==> src/rtl/jtframe_mr_ddrld_pkg.sv <==
// rtl/jtframe_mr_ddrld_pkg.sv - shared types for the DDR ROM burst loader
package jtframe_mr_ddrld_pkg;

  typedef enum logic [2:0] {
    ST_IDLE,
    ST_REQ,
    ST_RECV,
    ST_WAITSP,
    ST_DRAIN
  } state_t;

  localparam int BYTES_PER_WORD = 8;

endpackage

==> src/rtl/jtframe_mr_ddrld_fifo.sv <==
// rtl/jtframe_mr_ddrld_fifo.sv - 64-bit synchronous FIFO, registered read port
module jtframe_mr_ddrld_fifo #(
  parameter int AW = 5
) (
  input  logic          clk,
  input  logic          rst_n,
  input  logic          we,
  input  logic [63:0]   din,
  input  logic          rd,
  output logic [63:0]   dout,
  output logic          empty,
  output logic [AW:0]   free
);

  localparam int         DEPTH_I = 2 ** AW;
  localparam logic [AW:0] DEPTH  = (AW + 1)'(DEPTH_I);

  logic [63:0]   mem_q [DEPTH_I];
  logic [AW-1:0] wptr_q, rptr_q;
  logic [AW:0]   cnt_q;
  logic [63:0]   dout_q;
  logic          do_wr, do_rd;

  assign do_rd = rd && (cnt_q != '0);
  // a full FIFO still takes a write when a pop frees a slot in the same cycle
  assign do_wr = we && ((cnt_q != DEPTH) || do_rd);
  assign empty = (cnt_q == '0);
  assign free  = DEPTH - cnt_q;
  assign dout  = dout_q;

  always_ff @(posedge clk) begin
    if (do_wr) mem_q[wptr_q] <= din;
  end

  always_ff @(posedge clk or negedge rst_n) begin
    if (!rst_n) begin
      wptr_q <= '0;
      rptr_q <= '0;
      cnt_q  <= '0;
      dout_q <= '0;
    end else begin
      if (do_wr) wptr_q <= wptr_q + AW'(1);
      if (do_rd) begin
        rptr_q <= rptr_q + AW'(1);
        dout_q <= mem_q[rptr_q];
      end
      case ({do_wr, do_rd})
        2'b10:   cnt_q <= cnt_q + (AW + 1)'(1);
        2'b01:   cnt_q <= cnt_q - (AW + 1)'(1);
        default: cnt_q <= cnt_q;
      endcase
    end
  end

endmodule

==> src/rtl/jtframe_mr_ddrld.sv <==
// rtl/jtframe_mr_ddrld.sv - DDR burst reader replaying a ROM image as a byte stream
module jtframe_mr_ddrld
  import jtframe_mr_ddrld_pkg::*;
#(
  parameter int BURST   = 16,
  parameter int LENW    = 25,
  parameter int FIFO_AW = 5
) (
  input  logic            clk,
  input  logic            rst_n,
  input  logic            start,
  input  logic [28:0]     base_addr,
  input  logic [LENW-1:0] len,
  output logic            busy,
  output logic            done,
  output logic [7:0]      ddrld_burstcnt,
  output logic [28:0]     ddrld_addr,
  output logic            ddrld_rd,
  input  logic            ddrld_busy,
  input  logic [63:0]     ddr_dout,
  input  logic            ddr_dout_ready,
  output logic [LENW-1:0] prog_addr,
  output logic [7:0]      prog_data,
  output logic            prog_we,
  input  logic            prog_rdy
);

  localparam int WW = LENW - 2;
  localparam int IW = $clog2(BYTES_PER_WORD);
  localparam int SW = FIFO_AW + 2;

  state_t          state_q;
  logic [28:0]     addr_q;
  logic [7:0]      bcnt_q;
  logic            rd_q;
  logic [WW-1:0]   words_left_q;
  logic [7:0]      recv_left_q;
  logic [LENW-1:0] len_q;
  logic            busy_q, done_q;
  logic            have_q;
  logic [IW-1:0]   idx_q;
  logic [LENW-1:0] paddr_q;

  logic            fifo_we, fifo_rd, fifo_empty;
  logic [63:0]     fifo_dout;
  logic [FIFO_AW:0] fifo_free;
  logic [WW-1:0]   n_words;
  logic            space_ok, accept, last_byte, last_in_word;

  function automatic logic [7:0] burst_of(input logic [WW-1:0] words);
    return (words > WW'(BURST)) ? 8'(BURST) : 8'(words);
  endfunction

  assign n_words = WW'(len >> 3) + WW'(len[2:0] != 3'b000);

  // returned words cannot be stalled, so only an active transfer may fill the FIFO
  assign fifo_we  = ddr_dout_ready && (state_q != ST_IDLE);
  assign space_ok = SW'(fifo_free) >= (SW'(BURST) + SW'(fifo_we));

  assign accept       = have_q && prog_rdy;
  assign last_byte    = (paddr_q == len_q - LENW'(1));
  assign last_in_word = (idx_q == IW'(BYTES_PER_WORD - 1)) || last_byte;
  assign fifo_rd      = !fifo_empty && (state_q != ST_IDLE) &&
                        (!have_q || (accept && last_in_word));

  jtframe_mr_ddrld_fifo #(.AW(FIFO_AW)) u_fifo (
    .clk   (clk),
    .rst_n (rst_n),
    .we    (fifo_we),
    .din   (ddr_dout),
    .rd    (fifo_rd),
    .dout  (fifo_dout),
    .empty (fifo_empty),
    .free  (fifo_free)
  );

  assign busy           = busy_q;
  assign done           = done_q;
  assign ddrld_burstcnt = bcnt_q;
  assign ddrld_addr     = addr_q;
  assign ddrld_rd       = rd_q;
  assign prog_addr      = paddr_q;
  assign prog_we        = have_q;
  assign prog_data      = have_q ? fifo_dout[{idx_q, 3'b000} +: 8] : 8'd0;

  always_ff @(posedge clk or negedge rst_n) begin
    if (!rst_n) begin
      state_q      <= ST_IDLE;
      addr_q       <= '0;
      bcnt_q       <= '0;
      rd_q         <= 1'b0;
      words_left_q <= '0;
      recv_left_q  <= '0;
      len_q        <= '0;
      busy_q       <= 1'b0;
      done_q       <= 1'b0;
      have_q       <= 1'b0;
      idx_q        <= '0;
      paddr_q      <= '0;
    end else begin
      done_q <= 1'b0;

      if (accept) paddr_q <= paddr_q + LENW'(1);
      if (fifo_rd) begin
        have_q <= 1'b1;
        idx_q  <= '0;
      end else if (accept) begin
        if (last_in_word) have_q <= 1'b0;
        else              idx_q  <= idx_q + IW'(1);
      end

      unique case (state_q)
        ST_IDLE: begin
          if (start) begin
            len_q   <= len;
            paddr_q <= '0;
            addr_q  <= base_addr;
            busy_q  <= 1'b1;
            if (len != '0) begin
              state_q      <= ST_REQ;
              rd_q         <= 1'b1;
              words_left_q <= n_words;
              bcnt_q       <= burst_of(n_words);
            end else begin
              state_q <= ST_DRAIN;
            end
          end
        end
        ST_REQ: begin
          if (!ddrld_busy) begin
            rd_q         <= 1'b0;
            state_q      <= ST_RECV;
            recv_left_q  <= bcnt_q;
            words_left_q <= words_left_q - WW'(bcnt_q);
          end
        end
        ST_RECV: begin
          if (fifo_we) begin
            recv_left_q <= recv_left_q - 8'd1;
            if (recv_left_q == 8'd1) begin
              if (words_left_q == '0) begin
                state_q <= ST_DRAIN;
              end else if (space_ok) begin
                state_q <= ST_REQ;
                rd_q    <= 1'b1;
                addr_q  <= addr_q + 29'(bcnt_q);
                bcnt_q  <= burst_of(words_left_q);
              end else begin
                state_q <= ST_WAITSP;
              end
            end
          end
        end
        ST_WAITSP: begin
          if (space_ok) begin
            state_q <= ST_REQ;
            rd_q    <= 1'b1;
            addr_q  <= addr_q + 29'(bcnt_q);
            bcnt_q  <= burst_of(words_left_q);
          end
        end
        ST_DRAIN: begin
          // the final byte lives in the last word, so it can only be taken here
          if ((len_q == '0) || (accept && last_byte)) begin
            done_q  <= 1'b1;
            busy_q  <= 1'b0;
            state_q <= ST_IDLE;
          end
        end
        default: state_q <= ST_IDLE;
      endcase
    end
  end

endmodule

==> config.mk <==
export PLATFORM = sky130hd
export DESIGN_NAME = jtframe_mr_ddrld
export DESIGN_NICKNAME = d
export VERILOG_FILES = /design/src/rtl/jtframe_mr_ddrld_pkg.sv /design/src/rtl/jtframe_mr_ddrld_fifo.sv /design/src/rtl/jtframe_mr_ddrld.sv
export SDC_FILE = /design/constraint.sdc
export NUM_CORES = 2
export LEC_CHECK = 0
export ABC_AREA = 0
export CORE_MARGIN = 2
export CORE_UTILIZATION = 60
export CTS_CLUSTER_DIAMETER = 150
export CTS_CLUSTER_SIZE = 24
export DETAILED_ROUTE_END_ITERATION = 10
export GPL_TIMING_DRIVEN = 0
export PLACE_DENSITY = 0.8
export SLEW_MARGIN = 15
export SYNTH_ARGS = -nofsm -noshare
export SYNTH_HDL_FRONTEND = slang
export SYNTH_HIERARCHICAL = 1
export SYNTH_SLANG_ARGS = --single-unit
==> constraint.sdc <==
create_clock -name clk -period 14.9 [get_ports clk]
set_clock_uncertainty 0.05 [all_clocks]
set_input_delay 2.98 -clock clk [delete_from_list [all_inputs] [get_ports clk]]
set_output_delay 2.98 -clock clk [all_outputs]
set_load 0.02 [all_outputs]
Word level (Yosys, flattened, before mapping)
Memories as Yosys holds them, arrays and structs flattened. A register that Yosys moved wholly into a read port is not among the register bits.
Index checks and enable logic that the tools add are counted.
{ "word_totals": {"reg_bits": 144, "mem_bits_rw": 2048, "inputBits": 124, "output_inout_bits": 74, "elab_cells": 151, "memories": 1} }
{ "memory_table": {"columns": ["memory", "words", "width", "rd", "rd_ports_with_merged_regs", "wr", "line_no", "source"], "rows": [
  ["u_fifo.mem_q", 32, 64, 1, 1, 1, "jtframe_mr_ddrld_fifo.sv:18", "logic [63:0] mem_q [DEPTH_I];"]
]} }
{ "op_classes": {"n_addsub": 13, "magnitude_cmp": 3, "eq_ne": 19, "n_shift": 1, "muxes": 58, "reduce_logical": 41} }
{ "ops": {"columns": ["cell", "count"], "rows": [
  ["2-to-1 mux 29 bit", 5],
  ["2-to-1 mux 8 bit", 11],
  ["case mux 29 bit (3 select lines)", 1],
  ["2-to-1 mux 25 bit", 3],
  ["2-to-1 mux 23 bit", 3],
  ["indexed part select 64 x 7 -> 8 bit", 1],
  ["greater-than comparator 23 x 5 -> 1 bit, second input constant", 2],
  ["case mux 23 bit (2 select lines)", 1],
  ["2-to-1 mux 3 bit", 11],
  ["adder 29 x 8 -> 29 bit", 1],
  ["adder 25 x 1 -> 25 bit, second input constant", 1],
  ["equality test 25 bit", 1],
  ["logical NOT 25 bit", 1],
  ["nonzero test 25 bit", 1],
  ["subtractor 25 x 1 -> 25 bit, second input constant", 1],
  ["case mux 8 bit (3 select lines)", 1],
  ["adder 22 x 1 -> 23 bit", 1],
  ["logical NOT 23 bit", 1],
  ["subtractor 23 x 8 -> 23 bit", 1],
  ["2-to-1 mux 1 bit", 16],
  ["!= test 2 bit, second input constant", 8],
  ["case mux 8 bit (2 select lines)", 1],
  ["case mux 3 bit (5 select lines)", 1],
  ["case mux 6 bit (2 select lines)", 1],
  ["other kinds (34)", 60]
]} }

Depth between registers and ports, before layout
{ "logic_depth": {"depth_word": 11, "ltp_mapped": 20, "mapped_depth_nobuf": 19} }

Hierarchy
The synthesis kept the hierarchy.
{ "modules_own_cells": {"columns": ["module", "instances", "cells_each", "area_each_um2", "seq_area_each_um2"], "rows": [
  ["jtframe_mr_ddrld_fifo", 1, 3584, 80662.4, 63500.9],
  ["jtframe_mr_ddrld", 1, 1136, 9382.7, 3203.1]
]} }

Least setup slack after synthesis
Ideal clock, no wire load.
{ "synth_timing": {"kind": "input to register", "startpoint": "input port prog_rdy", "endpoint": "memory u_fifo.mem_q[23][0], enable pin", "setup_time_ns": 0.487, "t_arrival_ns": 6.576, "required_time_ns": 14.363, "slack_ns": 7.787, "stages": 7, "path_buffers": 2, "path_cell_list": "a21oi_1 nor3_1 o31a_1 buf_2 nand2_1 buf_2 nor2_1"} }
{ "synth_between": {"elab_chain_len": 9} }
{ "synth_lines": {"columns": ["item", "line_no", "source"], "rows": [
  ["from (decl)", "jtframe_mr_ddrld.sv:25", "input logic prog_rdy"],
  ["logical AND 1 bit", "jtframe_mr_ddrld.sv:60", "assign accept = have_q && prog_rdy;"],
  ["logical AND 1 bit", "jtframe_mr_ddrld.sv:64", "(!have_q || (accept && last_in_word));"],
  ["logical OR 1 bit", "jtframe_mr_ddrld.sv:64", null],
  ["logical AND 1 bit", "jtframe_mr_ddrld.sv:63", "assign fifo_rd = !fifo_empty && (state_q != ST_IDLE) &&"],
  ["net fifo_rd", "jtframe_mr_ddrld.sv:44", "logic fifo_we, fifo_rd, fifo_empty;"],
  ["logical AND 1 bit", "jtframe_mr_ddrld_fifo.sv:24", "assign do_rd = rd && (cnt_q != '0);"],
  ["logical OR 1 bit", "jtframe_mr_ddrld_fifo.sv:26", "assign do_wr = we && ((cnt_q != DEPTH) || do_rd);"],
  ["logical AND 1 bit", "jtframe_mr_ddrld_fifo.sv:26", null],
  ["2-to-1 mux 1 bit", "jtframe_mr_ddrld_fifo.sv:32", "if (do_wr) mem_q[wptr_q] <= din;"],
  ["2-to-1 mux 1 bit (implied by the code)", "jtframe_mr_ddrld_fifo.sv:32", null],
  ["to (decl)", "jtframe_mr_ddrld_fifo.sv:18", null]
]} }
The timed path passes the listed nets, and every way through them passes these cells.

Worst setup path after layout
{ "layout_timing": {"startpoint": "register idx_q[0]", "endpoint": "output port prog_data[6]"} }
{ "layout_between": {"elab_chain_len": 2} }
{ "layout_lines": {"columns": ["item", "line_no", "source"], "rows": [
  ["from (decl)", "jtframe_mr_ddrld.sv:41", "logic [IW-1:0] idx_q;"],
  ["from (signal assigned)", "jtframe_mr_ddrld.sv:109", "else idx_q <= idx_q + IW'(1);"],
  ["indexed part select 64 x 7 -> 8 bit", "jtframe_mr_ddrld.sv:84", "assign prog_data = have_q ? fifo_dout[{idx_q, 3'b000} +: 8] : 8'd0;"],
  ["2-to-1 mux 8 bit", "jtframe_mr_ddrld.sv:84", null],
  ["to (decl)", "jtframe_mr_ddrld.sv:23", "output logic [7:0] prog_data,"]
]} }
Every way passes these cells.

==> results by group <==
Clocking
  • Post_cts resized: 0
  • H-Tree Depth: 3
  • Worst skew pair latency: 0.79 ns
  • CTS tree: built
  • Number of hold buffers added after cts: 0
  • Post-CTS Setup Inserts: 0
  • TritonCTS Buffers: 103
  • Root Buffer: clkbuf_16
  • Worst-path clk slew: 0.11 ns
  • Clock buffer depth: 3
  • Clock Sinks: 2256

Place
  • Dpl cells: 7039
  • Buffers added on ports: 188
  • Cell area after placement: 97300 um^2
  • Post-DP HPWL: 165000 um
  • Routability Congestion: 0.916

Critical path
  • CP startpoint kind: flip-flop
  • Critical-path cell with the highest stage delay: buf_1
  • CP Capture Type: output port
  • CP Depth: 6
  • CP Max Fanout: 10
  • Reg-to-reg endpoint: u_fifo/mem_q[21][44]
  • R2r worst-path depth: 17
  • Critical Path RT: 11.87 ns
  • CP Class: reg -> out
  • Max stage delay on crit path: 0.89 ns
  • CP delay by family, top: buffers and inverters
  • Buf/Inv on CP: 3
  • Critical path arrival: 4.79 ns
  • R2R setup slack: 8.79 ns
  • RR Startpoint: len_q[0]
  • Crit path cell chain: clkbuf_1 -> buf_1 -> mux4_2 -> mux2i_1 -> nor2_1 -> clkdlybuf4s50_1

Final layout
  • Final Non-Filler Cells: 7232
  • Final Cell Area: 100000 um^2
  • Layout cells sized above 1: 0.171
  • Fillers: 9134
  • # nets final: 5291
  • Area grow syn2layout: 11.4%

Power
  • Cell Pwr Density: 162 nW/um^2
  • Leak: 31.9 nW
  • Overall power: 16.3 mW
  • Worst VDD drop: 123 uV

Synth
  • Net Count, Synth: 4882
  • Most common flop cell mapped by yosys: edfxtp_1
  • Syn_area_per_cell: 19.1 um^2
  • Post-synth EDFFs: 2048
  • FF+latch count, synth: 2256
  • Synth Cell Area: 90000 um^2
  • Cells after synthesis: 4720
  • Post-synth ARST share: 0.0922
  • Netlist cell types: 88
  • Post-synthesis sequential area ratio: 0.741
  • YS warnings: 6

Drt
  • # DRC: 0
  • 1st-pass router iterations: 6
  • Routed length per instance: 34.3 um
  • 1st-iter DRT viols: 7014
  • Via count: 50.9k
  • Post-DRT Antenna Nets: 0
  • Via/cell ratio: 7.04
  • WL final: 248000 um

Min path
  • Hold Crit Class: reg -> reg
  • Hold path startpoint: ddrld_rd
  • Hold path endpoint: ddrld_rd
  • Hold Path Depth: 2

STA
  • Crit share post-route: 0.525
  • Final hold violation count: 0
  • Slew Viols, Final: 0
  • RSZ-0062 raised after global routing: false
  • Setup-failing EPs final: 0
  • Min cycle time layout: 7.82 ns
  • Least-Margin Pin Slew: 1.30 ns
  • Slew HR: 0.131
  • Final TNS setup: 0 ns
  • Max Clock Freq: 128 MHz

Global routing
  • Vias in the first global route: 50.5k
  • Largest net degree at the start of global routing: 96
  • Tot GR Track Use: 0.325
  • First-pass GRT wire length: 353000 um
  • Number of antenna violations at the first check in global routing: 15
  • Grt total ovfl: 0

Die
  • Die W: 391 um
  • Die height: 391 um
  • Site Rows: 142
  • Die area: 153000 um^2
  • IO Pins: 198
  • Starting Density: 0.603
  • Core footprint: 149000 um^2

Run
  • Max_cap viols: 0

Status
  • Status: finished clean
cell families after synthesis:
logic type      count (synthesis)  share of synthesized area
simple gates                  605                     0.0331
fa+ha+maj                      38                    0.00553
mux                           714                      0.143
compound gates                694                     0.0511
buf+inv                       316                     0.0173
flops                        2256                      0.741
xor+xnor                       97                    0.00943
sequential cells by signal, summed over array words and instances (netlist names):
| name | count |
|---|---|
| idx_q | 3 |
| prog_we | 1 |
| u_fifo/mem_q | 2048 |
| ddrld_rd | 1 |
| recv_left_q | 8 |
| ddrld_addr | 29 |
| ddrld_burstcnt | 8 |
| u_fifo/dout | 64 |
| done | 1 |
| prog_addr | 25 |
| busy | 1 |
| words_left_q | 23 |
| u_fifo/cnt_q | 6 |
| u_fifo/wptr_q | 5 |
| state_q | 3 |
| u_fifo/rptr_q | 5 |
| len_q | 25 |
cell usage after synthesis (17+ instances only):
library cell / count / area share
clkbuf_1: 132 / 0.0055
xor2_1: 38 / 0.0037
mux2_2: 19 / 0.0024
buf_1: 23 / 0.00096
dfrtp_1: 208 / 0.058
nor4_1: 26 / 0.0018
o22ai_1: 105 / 0.0073
nand3_1: 44 / 0.0024
o221ai_1: 46 / 0.0045
inv_1: 44 / 0.0018
o21ai_0: 113 / 0.0063
xnor2_1: 59 / 0.0057
or4_1: 17 / 0.0014
a22oi_1: 47 / 0.0039
nand2_1: 163 / 0.0068
ha_1: 35 / 0.0049
a22o_1: 46 / 0.0045
nor2_1: 181 / 0.0075
mux2i_1: 241 / 0.027
nand4_1: 25 / 0.0017
mux4_2: 454 / 0.11
a211oi_1: 53 / 0.0044
a31oi_1: 17 / 0.0012
buf_2: 66 / 0.0037
nor3_1: 37 / 0.0021
edfxtp_1: 2048 / 0.68
a21oi_1: 164 / 0.0091
buf_6: 27 / 0.0034
buf_4: 24 / 0.0020
placed cells by master (no fill, tap or decap), drive strengths merged, types with 12 or more instances in the layout:
master / n
a21oi: 164
o221ai: 46
mux2i: 241
nor2b: 12
nor2: 181
o22ai: 105
clkbuf: 315
inv: 46
nor3: 37
a211oi: 62
buf: 267
and3: 14
mux2: 19
clkdlybuf4s50: 176
nand4: 26
nand2: 164
nand2b: 13
or4: 18
and2: 13
mux4: 454
nand3: 44
xnor2: 59
o21ai: 124
or3: 14
ha: 35
nor4: 29
a22oi: 47
dfrtp: 208
edfxtp: 2048
xor2: 38
a31oi: 17
a22o: 46
final cells by class:
class                   count  area [um^2]  share of cell area
clock buffers             182         2920              0.0291
well taps                2016         2520              0.0251
flip-flops and latches   2256        66700               0.665
repair buffers            304         4480              0.0447
plain buffers             272         1400              0.0139
inverters                  44          165             0.00165
multi-input cells        2148        22000               0.220
diodes                      6         15.0            0.000150
clock inverters             4         86.3            0.000861
worst max path at each step:
stage	slack, ns	endpoint	start
2_1_floorplan	7.79	u_fifo/mem_q[23][0]	prog_rdy
3_3_place_gp	0.92	u_fifo/dout[55]	rst_n
3_5_place_dp	8.09	prog_data[1]	idx_q[0]
4_1_cts	7.22	prog_data[6]	idx_q[0]
5_1_grt	6.94	prog_data[0]	idx_q[0]
6_report	7.08	prog_data[6]	idx_q[0]
stage by stage:
step	util	hold WS [ns]	setup slack [ns]
floorplan	-	0.395	7.79
global placement	0.632	0.426	0.922
detailed placement	0.651	0.434	8.09
CTS	0.671	0.464	7.22
global route	0.671	0.491	6.94
finish	0.671	0.460	7.08
tightest hold or removal path: cells and delay by family (launching register included):
family           cells  cell delay [ns]
flip-flops           1             0.36
AND/OR/NAND/NOR      2             0.12
power breakdown:
| group | switching (mW) | total, mW | internal (mW) |
|---|---|---|---|
| sequential | 0.375 | 7.77 | 7.39 |
| combinational | 3.08 | 5.25 | 2.17 |
| clock | 1.89 | 3.24 | 1.35 |
metal layers:
metal / vias to the layer above / part of all wire / track usage
met3: 714 / 0.13 / 0.0753
met2: 3935 / 0.47 / 0.512
met5: - / 0.00037 / 0
met1: 26200 / 0.34 / 0.432
met4: 14 / 0.056 / 0.159
li1: 20100 / - / -
Power figures use the tool's default switching activity.
